File: config.mk
export PLATFORM = sky130hd
export DESIGN_NAME = alu_settle_unit
export DESIGN_NICKNAME = d
export VERILOG_FILES = /design/src/rtl/alu_settle_unit.sv
export SDC_FILE = /design/constraint.sdc
export NUM_CORES = 1
export LEC_CHECK = 0
export BUFFER_PORTS_ARGS = -buffer_cell sky130_fd_sc_hd__buf_2
export CORE_MARGIN = 5
export CORE_UTILIZATION = 40
export DETAILED_ROUTE_END_ITERATION = 8
export SLEW_MARGIN = 30
export SYNTH_ARGS = -nofsm -noshare
export SYNTH_HDL_FRONTEND = slang
export SYNTH_SLANG_ARGS = --single-unit
File: constraint.sdc
create_clock -name clk -period 3.8 [get_ports clk]
set_clock_uncertainty 0.05 [all_clocks]
set_input_delay 0.38 -clock clk [delete_from_list [all_inputs] [get_ports clk]]
set_output_delay 0.38 -clock clk [all_outputs]
set_load 0.005 [all_outputs]
File: src/rtl/alu_settle_unit.sv
// Sequential ALU stage feeding register A: captures B/C/func on start, waits a relay settle delay,
// then presents a registered result, flags and a one-cycle load-A request. Macro ALU_SHR_EN selects func 111.
module alu_settle_unit #(
    parameter int N             = 8,
    parameter int SETTLE_CYCLES = 4
) (
    input  logic         clk,
    input  logic         rst_n,
    input  logic [N-1:0] b_in,
    input  logic [N-1:0] c_in,
    input  logic [2:0]   func,
    input  logic         start,
    output logic         busy,
    output logic         done,
    output logic [N-1:0] alu_result,
    output logic         ld_a_req,
    output logic         flag_sign,
    output logic         flag_carry,
    output logic         flag_zero
);

    localparam int            CW       = (SETTLE_CYCLES > 1) ? $clog2(SETTLE_CYCLES) : 1;
    localparam logic [CW-1:0] CNT_LOAD = CW'(SETTLE_CYCLES - 1);

    localparam logic [1:0] ST_IDLE   = 2'd0;
    localparam logic [1:0] ST_SETTLE = 2'd1;
    localparam logic [1:0] ST_DONE   = 2'd2;

    // Returns {carry, result}; the carry bit is only ever set by ADD and INC.
    function automatic logic [N:0] alu_op(input logic [2:0] f, input logic [N-1:0] b, input logic [N-1:0] c);
        logic [N:0] r;
        r = '0;
        case (f)
            3'b000:  r = {1'b0, b} + {1'b0, c};
            3'b001:  r = {1'b0, b} + {{N{1'b0}}, 1'b1};
            3'b010:  r = {1'b0, b & c};
            3'b011:  r = {1'b0, b | c};
            3'b100:  r = {1'b0, b ^ c};
            3'b101:  r = {1'b0, ~b};
            3'b110:  r = {1'b0, b[N-2:0], b[N-1]};
`ifdef ALU_SHR_EN
            3'b111:  r = {1'b0, b[0], b[N-1:1]};
`else
            3'b111:  r = '0;
`endif
            default: r = '0;
        endcase
        return r;
    endfunction

    logic [1:0]    state_r;
    logic [1:0]    state_nxt_s;
    logic [CW-1:0] cnt_r;
    logic [CW-1:0] cnt_nxt_s;
    logic          capture_s;
    logic          finish_s;
    logic [N-1:0]  b_r;
    logic [N-1:0]  c_r;
    logic [2:0]    func_r;
    logic [N:0]    alu_s;
    logic [N-1:0]  result_r;
    logic          sign_r;
    logic          carry_r;
    logic          zero_r;
    logic          busy_r;
    logic          done_r;

    // Next-state and counter logic; start is only honoured in IDLE and never queued.
    always_comb begin
        state_nxt_s = state_r;
        cnt_nxt_s   = cnt_r;
        capture_s   = 1'b0;
        finish_s    = 1'b0;
        case (state_r)
            ST_IDLE: begin
                if (start) begin
                    state_nxt_s = ST_SETTLE;
                    cnt_nxt_s   = CNT_LOAD;
                    capture_s   = 1'b1;
                end else begin
                    state_nxt_s = ST_IDLE;
                end
            end
            ST_SETTLE: begin
                if (cnt_r != '0) begin
                    cnt_nxt_s = cnt_r - CW'(1);
                end else begin
                    finish_s    = 1'b1;
                    state_nxt_s = ST_DONE;
                end
            end
            ST_DONE: begin
                state_nxt_s = ST_IDLE;
            end
            default: begin
                state_nxt_s = ST_IDLE;
                cnt_nxt_s   = '0;
            end
        endcase
    end

    // The ALU evaluates only the latched operands, so input changes mid-operation are harmless.
    always_comb begin
        alu_s = alu_op(func_r, b_r, c_r);
    end

    // Control registers: state, counter and the busy/done/load strobes.
    always_ff @(posedge clk) begin
        if (!rst_n) begin
            state_r <= ST_IDLE;
            cnt_r   <= '0;
            busy_r  <= 1'b0;
            done_r  <= 1'b0;
        end else begin
            state_r <= state_nxt_s;
            cnt_r   <= cnt_nxt_s;
            busy_r  <= (state_nxt_s != ST_IDLE);
            done_r  <= finish_s;
        end
    end

    // Operand capture on an accepted start.
    always_ff @(posedge clk) begin
        if (!rst_n) begin
            b_r    <= '0;
            c_r    <= '0;
            func_r <= 3'b000;
        end else if (capture_s) begin
            b_r    <= b_in;
            c_r    <= c_in;
            func_r <= func;
        end else begin
            b_r    <= b_r;
            c_r    <= c_r;
            func_r <= func_r;
        end
    end

    // Result and flags change only on the SETTLE->DONE edge and hold through IDLE.
    always_ff @(posedge clk) begin
        if (!rst_n) begin
            result_r <= '0;
            sign_r   <= 1'b0;
            carry_r  <= 1'b0;
            zero_r   <= 1'b0;
        end else if (finish_s) begin
            result_r <= alu_s[N-1:0];
            sign_r   <= alu_s[N-1];
            carry_r  <= alu_s[N];
            zero_r   <= (alu_s[N-1:0] == '0);
        end else begin
            result_r <= result_r;
            sign_r   <= sign_r;
            carry_r  <= carry_r;
            zero_r   <= zero_r;
        end
    end

    assign busy       = busy_r;
    assign done       = done_r;
    assign ld_a_req   = done_r;
    assign alu_result = result_r;
    assign flag_sign  = sign_r;
    assign flag_carry = carry_r;
    assign flag_zero  = zero_r;

endmodule

Word-level counts from Yosys, hierarchy flattened
Index checks and enable logic that the tools add are counted.
Widths: inputs -> output; s select.

operators by class
  add/subtract/negate cells = 3
  equality and inequality tests = 11
  mux-type cells = 11
  bitwise logic cells = 5
  reductions and logical operators = 6

operator list
  kind                 count
  $pmux 9 s8           1
  $eq 3x3->1 const B   4
  $add 8x1->9 const B  1
  $add 8x8->9          1
  $and 8x8->8          1
  $logic_not 8->1      1
  $not 8->8            1
  $or 8x8->8           1
  $xor 8x8->8          1
  $eq 3x2->1 const B   2
  $mux 2               3
  $pmux 2 s3           1
  $mux 1               5
  $ne 2x2->1 const B   2
  $pmux 2 s2           1
  $reduce_bool 2->1    2
  $eq 3x1->1 const B   1
  $logic_not 3->1      1
  $reduce_and 3->1     1
  $eq 2x1->1 const B   1
  $eq 2x2->1 const B   1
  $logic_not 2->1      1
  $sub 2x1->2 const B  1
  $not 1->1            1

word-level totals
  bits in registers = 36
  bits of input ports = 22
  output and inout bits = 14
  logic and storage cells = 47

Depth between registers and ports, before layout
Gate-level depths: netlist of the first run.

  depth in word-level cells = 4
  depth in mapped cells = 12
  depth with buffers taken out = 11

Worst setup path before layout of the first run
OpenSTA, ideal clock, no wires.

  kind = reg-to-reg
  start point = register func_r[2]
  end point = register zero_r (netlist: flag_zero)
  setup time = 0.084 ns
  arrival = 2.737 ns
  data required time = 3.666 ns
  setup slack = 0.929 ns
  cell stages (with the launch flop) = 13
  path buffers = 2
  clock period less this slack = 2.871 ns
  cell sequence = dfxtp_1 > buf_6 > clkbuf_4 > nor3_1 > or2_2 > ha_1 > fa_1 > nand2b_1 > a21oi_1 > a221oi_2 > o2111a_1 > nand4b_1 > o31ai_2

between the ends
  cells in the longest elaborated chain, start to end = 3
  elaborated cells between the ends (all ways) = 10
  those cells by class = 7 x eq/ne; 1 x mux; 2 x reduce/logical

RTL lines
  element                             line  text
  start: declaration                  59    logic [2:0] func_r;
  start signal: assignment            131   func_r <= func;
  start signal: assignment            135   func_r <= func_r;
  $eq 3x3->1 (tied with other cells)  33    case (f)
  $pmux 9 s8 (*)                      33
  $logic_not 8->1 (*)                 150   zero_r <= (alu_s[N-1:0] == '0);
  end signal: assignment              150
  end signal: assignment              155   zero_r <= zero_r;
  end: declaration                    64    logic zero_r;

Mark *: on every way between the ends. The rest lies on a longest branch, timed or not.
A chain may end at the register's enable or synchronous reset.

Worst setup path in the final report of the first run
  start point = register func_r[0]
  end point = register zero_r (netlist: flag_zero)

The elaborated chain is that of the path after synthesis.

==> results of run 1 <==
==> worst max-delay path, stage by stage, from the launching register on <==
cell      delay (ps)
dfxtp_1          310
inv_1            150
nor3_1            80
buf_4            160
or2_2            270
ha_1             240
fa_1             420
xnor2_1          170
nor2_1            60
o31ai_1          320
o2111a_1         260
nand4b_1         120
o31ai_2          190
==> stage by stage <==
stage               cell area, um^2  utilization  hold slack [ps]  instances
global route                   2670       0.4564            268.5        402
detailed placement             2557       0.4371            410.4        394
floorplan                      2370            -            402.7        297
global placement               2555       0.4367            393.3        394
finish                         2670       0.4564            260.9        402
CTS                            2670       0.4564            259.4        402
==> power by group through the flow <==
stage	clock [mW]	sequential, mW	combinational, mW
floorplan	0	0.421	0.180
global placement	0	0.426	0.235
detailed placement	0	0.427	0.237
CTS	0.344	0.418	0.239
global route	0.360	0.423	0.273
finish	0.337	0.418	0.237
==> state kept, by name, summed over array words and instances (netlist names) <==
name and count:
func_r 3, done 1, state_r 2, cnt_r 2, flag_carry 1, flag_zero 1
alu_result 8, b_r 8, busy 1, c_r 8
==> layout make-up <==
class,instances,area [um^2],share of cell area
flip-flops and latches,35,700.7,0.2624
well taps,75,93.84,0.03515
repair buffers,39,205.2,0.07685
clock inverters,3,43.79,0.01640
inverters,25,93.84,0.03515
multi-input cells,220,1464,0.5483
clock buffers,5,68.82,0.02577
==> worst min path at each step <==
stage | end | depth (start not counted)
floorplan | flag_carry | 2
CTS | b_r[7] | 3
global placement | flag_carry | 2
finish | b_r[7] | 3
detailed placement | flag_carry | 2
global route | b_r[7] | 3
==> cells in the mapped netlist (all sizes together) <==
library cell,instances,area share
a21boi,2,0.0063
clkbuf,8,0.023
buf,9,0.025
o211a,3,0.013
a22oi,2,0.0063
ha,25,0.13
or2,2,0.0053
a221oi,3,0.014
xor2,1,0.0037
o221ai,5,0.018
a21oi,30,0.065
a221o,1,0.0042
a22o,1,0.0037
nor2,29,0.046
and3,1,0.0026
o211ai,4,0.013
xnor2,2,0.0074
nand4b,1,0.0037
o22ai,5,0.013
o21a,3,0.0095
o2bb2ai,1,0.0037
nor2b,1,0.0026
o41ai,2,0.014
nand3b,3,0.0095
inv,25,0.040
or4b,1,0.0042
nand3,6,0.013
nand2b,9,0.024
o21ai,9,0.019
or2b,2,0.0069
o31ai,3,0.012
mux2,2,0.0095
dfxtp,35,0.30
fa,1,0.0084
nand2,44,0.070
nor3,6,0.013
o2111a,1,0.0048
mux2i,4,0.017
a211oi,4,0.018
a31oi,1,0.0026
==> cell families (layout without fill, tap and decap cells) <==
kind of cell | after synthesis | count (layout) | share of synthesized area
flops | 35 | 35 | 0.2957
simple gates | 105 | 105 | 0.1996
fa+ha+maj | 26 | 26 | 0.1404
xor+xnor | 3 | 3 | 0.01109
mux | 6 | 6 | 0.02640
buf+inv | 42 | 72 | 0.08765
compound gates | 80 | 80 | 0.2392
==> cells in the final DEF, fill, tap and decap left out, drive strengths merged, types with 2 or more instances in the layout <==
master	count
nand2b	9
nand2	44
a21oi	30
nor2	29
o21a	3
buf	39
o31ai	3
or2b	2
nand3	6
mux2	2
or2	2
a21boi	2
o22ai	5
nor3	6
xnor2	2
o211a	3
o211ai	4
ha	25
clkbuf	5
inv	24
mux2i	4
a22oi	2
o221ai	5
nand3b	3
clkinv	3
o21ai	9
dfxtp	35
a221oi	3
o41ai	2
a211oi	4
==> routing by layer <==
metal	vias to the layer above	track usage
met5	-	0
met4	0	0.05524
met3	6	0.03027
met2	39	0.2491
met1	986	0.2149
li1	1092	-
==> results.cfg, run 1 <==
[power_and_ir_drop]
vdd_ir_drop_max_mv = 0.1808
cellLeakagePower_nw = 1.192
p_total_uw = 992.2
power_density_nw_per_um2 = 371.6
clock_power_share = 0.340
p_seq_frac = 0.422
p_int_uw = 687.8
switching_power_uw = 304.4
switching_share = 0.3068
combinationalPowerShare = 0.239

[drt]
drt-met1-wl_um = 2677
post_drt_wl_per_cell_um = 13.87
wirelength_um = 5575
wl_met3_um = 234
drtAntennaViolNets = 0
drtIter0Drc = 82
vias = 2123
dr_wl_met2_um = 2564
avgViaCountPerCell = 5.281
drtPass1Iterations = 4
highest_layer = met4
drc = 0

[clocking]
post_cts_resize_count = 0
cts.path.max_buffers = 2
root_buffer = clkbuf_8
htree_levels = 2
cts_hold_buf = 0
cts_tree = yes
cts_num_sinks = 35
clk-insertion-delay-late_ps = 300
cts_buffers = 5
clkTransAtPathRegs_ps = 80
cts_setup_buffers = 0

[yosys]
syn_nets = 345
syn_area_um2 = 2370
avgSynthCellArea_um2 = 7.979
ys_ff_latch = 35
netlist_instances = 297
netlist-cell-type-count = 54
ys_seq_area_frac = 0.2957
ys_warn_count = 0

[die]
core_area_um2 = 5851
die_x_um = 86.97
die_h_um = 86.97
die_area_um2 = 7564
core.rowCount = 28
initial_utilization = 0.4050
io_pins = 36

[flow_run]
maxCapViolCount = 0

[setup_path]
rr_worst_depth = 12
r2r_start = func_r[0]
criticalPathCategory = flop to flop
reg2reg_slack_ps = 930
cp.required_ps = 3970
worstSetupStartpointType = flop
critPathArrivalTime_ps = 3040
worstSetupEndpoint = flag_zero
r2r-end = flag_zero
worstSetupEndpointType = flop
setup.worst_path.start = func_r[0]
worstPathMaxFanout = 8

[timing]
final.setup.worst_slack_ps = 927.6
layout_min_cycle_time_ps = 2872
fin_crit_sh = 0.7559
slew_headroom = 0.4634
fmax_ghz = 0.3481
setup_viol_count_final = 0
rsz0062_at_grt = false
setup-tns-final_ps = 0
slew_viol_final = 0
tightestPinTransition_ps = 799.9
hold_violations = 0

[global_route]
grt_pass1_wl_um = 9508
grt_max_degree = 31
grt_pass1_vias = 1952
grtUsageTotal = 0.1582
grt.overflow.total = 0
antenna_found_initial = 0

[final_layout]
diodes = 0
area_growth_pct = 12.67
fin_nets = 374
nFillCells = 603
drive_gt1_frac = 0.1804

[place]
post-place-ws_ps = 945.3
port_buffers = 35
place.gp.congestion = 0.8916
dpl.hpwl_um = 4213

[worst_hold_path]
hp-class = primary input to flop
hold_start = b_in[7]

[outcome]
status = finished clean
(Power assumes the default switching activity.)
==> inputs of run 2 (changes only) <==
--- a/config.mk
+++ b/config.mk
@@ -5,6 +5,7 @@
 export SDC_FILE = /design/constraint.sdc
 export NUM_CORES = 1
 export LEC_CHECK = 0
+export ABC_AREA = 1
 export BUFFER_PORTS_ARGS = -buffer_cell sky130_fd_sc_hd__buf_2
 export CORE_MARGIN = 5
 export CORE_UTILIZATION = 40
==> constraint.sdc (replaced) <==
create_clock -name clk -period 2.7 [get_ports clk]
set_clock_uncertainty 0.05 [all_clocks]
set_input_delay 0.27 -clock clk [delete_from_list [all_inputs] [get_ports clk]]
set_output_delay 0.27 -clock clk [all_outputs]
set_load 0.005 [all_outputs]
==> run 2 against run 1 <==
  * Non-clock buffer count grew 2
  * Cell area up 0.28%
  * Maximum frequency is 20% higher
  * Sequential share of layout area hardly changed
  * Die area is 0.38% lower
  * Via count increased by 7.5%
  * Global-route usage up 0.78 points
  * Clock power grew 9.5%
  * Sequential power rose by 44%
  * Count of clock-buffer cells in the layout unchanged
  * Critical path type unchanged
  * Largest power group unchanged
==> results.cfg, run 2 <==
[die]
core_area_um2 = 5816
die_x_um = 86.81
initial_utilization = 0.4058
core.rowCount = 28
die_area_um2 = 7535
die_h_um = 86.81
io_pins = 36

[drt]
wirelength_um = 5812
vias = 2283
avgViaCountPerCell = 4.920
drc = 0
post_drt_wl_per_cell_um = 12.53
drtIter0Drc = 118
drtPass1Iterations = 4
drtAntennaViolNets = 0

[worst_hold_path]
hp-class = primary input to flop

[timing]
hold_violations = 0
layout_min_cycle_time_ps = 2403
final.setup.worst_slack_ps = 297.0
slew_viol_final = 0
rsz0062_at_grt = false
setup-tns-final_ps = 0
fin_crit_sh = 0.8900
slew_headroom = 0.5779
setup_viol_count_final = 0
fmax_ghz = 0.4161
tightestPinTransition_ps = 632.4

[final_layout]
mostFrequentLayoutCells = nand2_1 (65), inv_1 (63), a21oi_1 (35), buf_2 (35)
fin_nets = 436
drive_gt1_frac = 0.1440
area_growth_pct = 13.47
layout_commonest_cell = nand2_1
diodes = 0

[yosys]
yosysTopAreaCell = dfxtp_1
synth_ff_type = dfxtp_1
synthMuxAreaShare = 0
netlist_instances = 354
synth-xor-area-share = 0
synth_top_area_frac = 0.2969
netlist_top_cells_area = dfxtp_1 (30%), ha_1 (13%), nand2_1 (10%), inv_1 (10%), a21oi_1 (7.4%)
ys_ff_latch = 35
synth_edf_count = 0
ys_warn_count = 0
synth_common_cells = nand2_1 (65), inv_1 (64), a21oi_1 (35), dfxtp_1 (35), nor2_1 (34)
syn_nets = 402
synth_top_family_by_area = simple AND/OR/NAND/NOR gates
netlist-cell-type-count = 25
synthArstFlopShare = 0
ys_seq_area_frac = 0.2969
synth_compound_area_frac = 0.1729
syn_area_um2 = 2360
avgSynthCellArea_um2 = 6.666
yosys.area_share.simple = 0.2513
synth_most_common_cell = nand2_1
synthAdderAreaFrac = 0.1410

[clocking]
cts_buffers = 5
clk-insertion-delay-late_ps = 290
cts_num_sinks = 35
cts_tree = yes
clkTransAtPathRegs_ps = 70
root_buffer = clkbuf_8
htree_levels = 2
cts.path.max_buffers = 2

[place]
post-place-ws_ps = 280.3
dpl.hpwl_um = 4431
port_buffers = 35
place.gp.congestion = 0.8833

[outcome]
status = finished clean

[setup_path]
criticalPathCategory = flop to flop
worstSetupStartpointType = flop
crit_chain = inv_2 -> nand2_2 -> nor2_1 -> buf_4 -> nor2_1 -> ha_1 -> or2_2 -> a21oi_1 -> nor2_1 -> nor2_1 -> nand2_1 -> nor2_1 -> nand3_1 -> a21oi_1
critPathMaxStageDelay_ps = 340
crit_path_frequent_cell = nor2_1
worstPathMaxFanout = 8
worstSetupEndpointType = flop
cp.required_ps = 2870
slowest_stage = or2_2
critPathArrivalTime_ps = 2570

[power_and_ir_drop]
p_seq_frac = 0.434
combinationalPowerShare = 0.301
cellLeakagePower_nw = 1.440
vdd_ir_drop_max_mv = 0.3259
clock_power_share = 0.265
switching_power_uw = 492.3
p_int_uw = 898.8
switching_share = 0.3539
power_density_nw_per_um2 = 519.5

[flow_run]
maxCapViolCount = 0

[global_route]
grt_pass1_vias = 2148
grtUsageTotal = 0.1660
antenna_found_initial = 0
grt.overflow.total = 0
grt_max_degree = 30
grt_pass1_wl_um = 10010
-- run 2: cell count changes in the layout (fill, tap and decap cells not counted), moves of 6 or more --
cell / before / now
inv_1: 23 / 63
o21ai_0: 7 / 30
nand2_1: 44 / 65
nand3_1: 6 / 22
nand4_1: 0 / 11
nand2b_1: 9 / 0
a21oi_1: 29 / 35
nor2_1: 28 / 34
-- run 2: kinds of logic (layout without fill, tap and decap cells) --
family / Yosys count / after routing
and+or+nand+nor: 138 / 138
buffers and inverters: 79 / 114
adders and majority gates: 26 / 26
AOI/OAI and AO/OA: 76 / 76
DFF: 35 / 35
-- run 2: critical path, delay by kind of cell (launching register included) --
kind	cells	cell delay [ps]
buf+inv	2	300
flops	1	320
fa+ha+maj	1	310
simple gates	9	1100
compound gates	2	270
-- run 2: through the flow --
| stage | total power [mW] | cells | utilization | hold WS [ps] | instance area, um^2 |
|---|---|---|---|---|---|
| final | 1.391 | 464 | 0.4604 | 208.9 | 2678 |
| after global routing | 1.507 | 464 | 0.4604 | 206.8 | 2678 |
| after global placement | 1.024 | 456 | 0.4458 | 401.6 | 2592 |
| after floorplan | 0.9139 | 354 | - | 383.3 | 2360 |
| after detailed placement | 1.028 | 456 | 0.4458 | 406.9 | 2592 |
| after CTS | 1.401 | 464 | 0.4602 | 202.9 | 2676 |
-- run 2: area by class of cell --
cell class	count	area [um^2]
Clock buffer	5	68.82
Clock inverter	3	15.01
Fill cell	632	3138
Inverter	65	244.0
Multi-Input combinational cell	240	1334
Sequential cell	35	701.9
Tap cell	75	93.84
Timing Repair Buffer	41	220.2
-- run 2: power groups by stage --
stage	clock [mW]	combinational [mW]	sequential [mW]
floorplan	0	0.306	0.608
global placement	0	0.410	0.614
detailed placement	0	0.413	0.615
CTS	0.382	0.416	0.603
global route	0.409	0.487	0.611
finish	0.369	0.418	0.604
-- run 2: timing repair --
item	4_1_cts	5_1_grt
gates resized for setup	0	2
setup endpoints to repair	0	2
setup buffers	0	0
hold buffers	0	0
-- run 2: worst paths after layout --
kind / from / to / slack [ps] / cells after the start
setup / recovery: func_r[2] / flag_zero / 300 / 14
hold / removal: c_in[0] / c_r[0] / 210 / 3
hold reg to reg: cnt_r[0] / cnt_r[0] / 420 / 2
setup reg to reg: func_r[2] / flag_zero / 300 / 14
-- run 2: per-layer routing --
layer,vias to the layer above,GRT usage,part of all wire
met2,38,0.2512,0.44
met4,0,0.04674,0.011
li1,1205,-,-
met5,-,0,0
met3,7,0.02947,0.028
met1,1033,0.2400,0.52
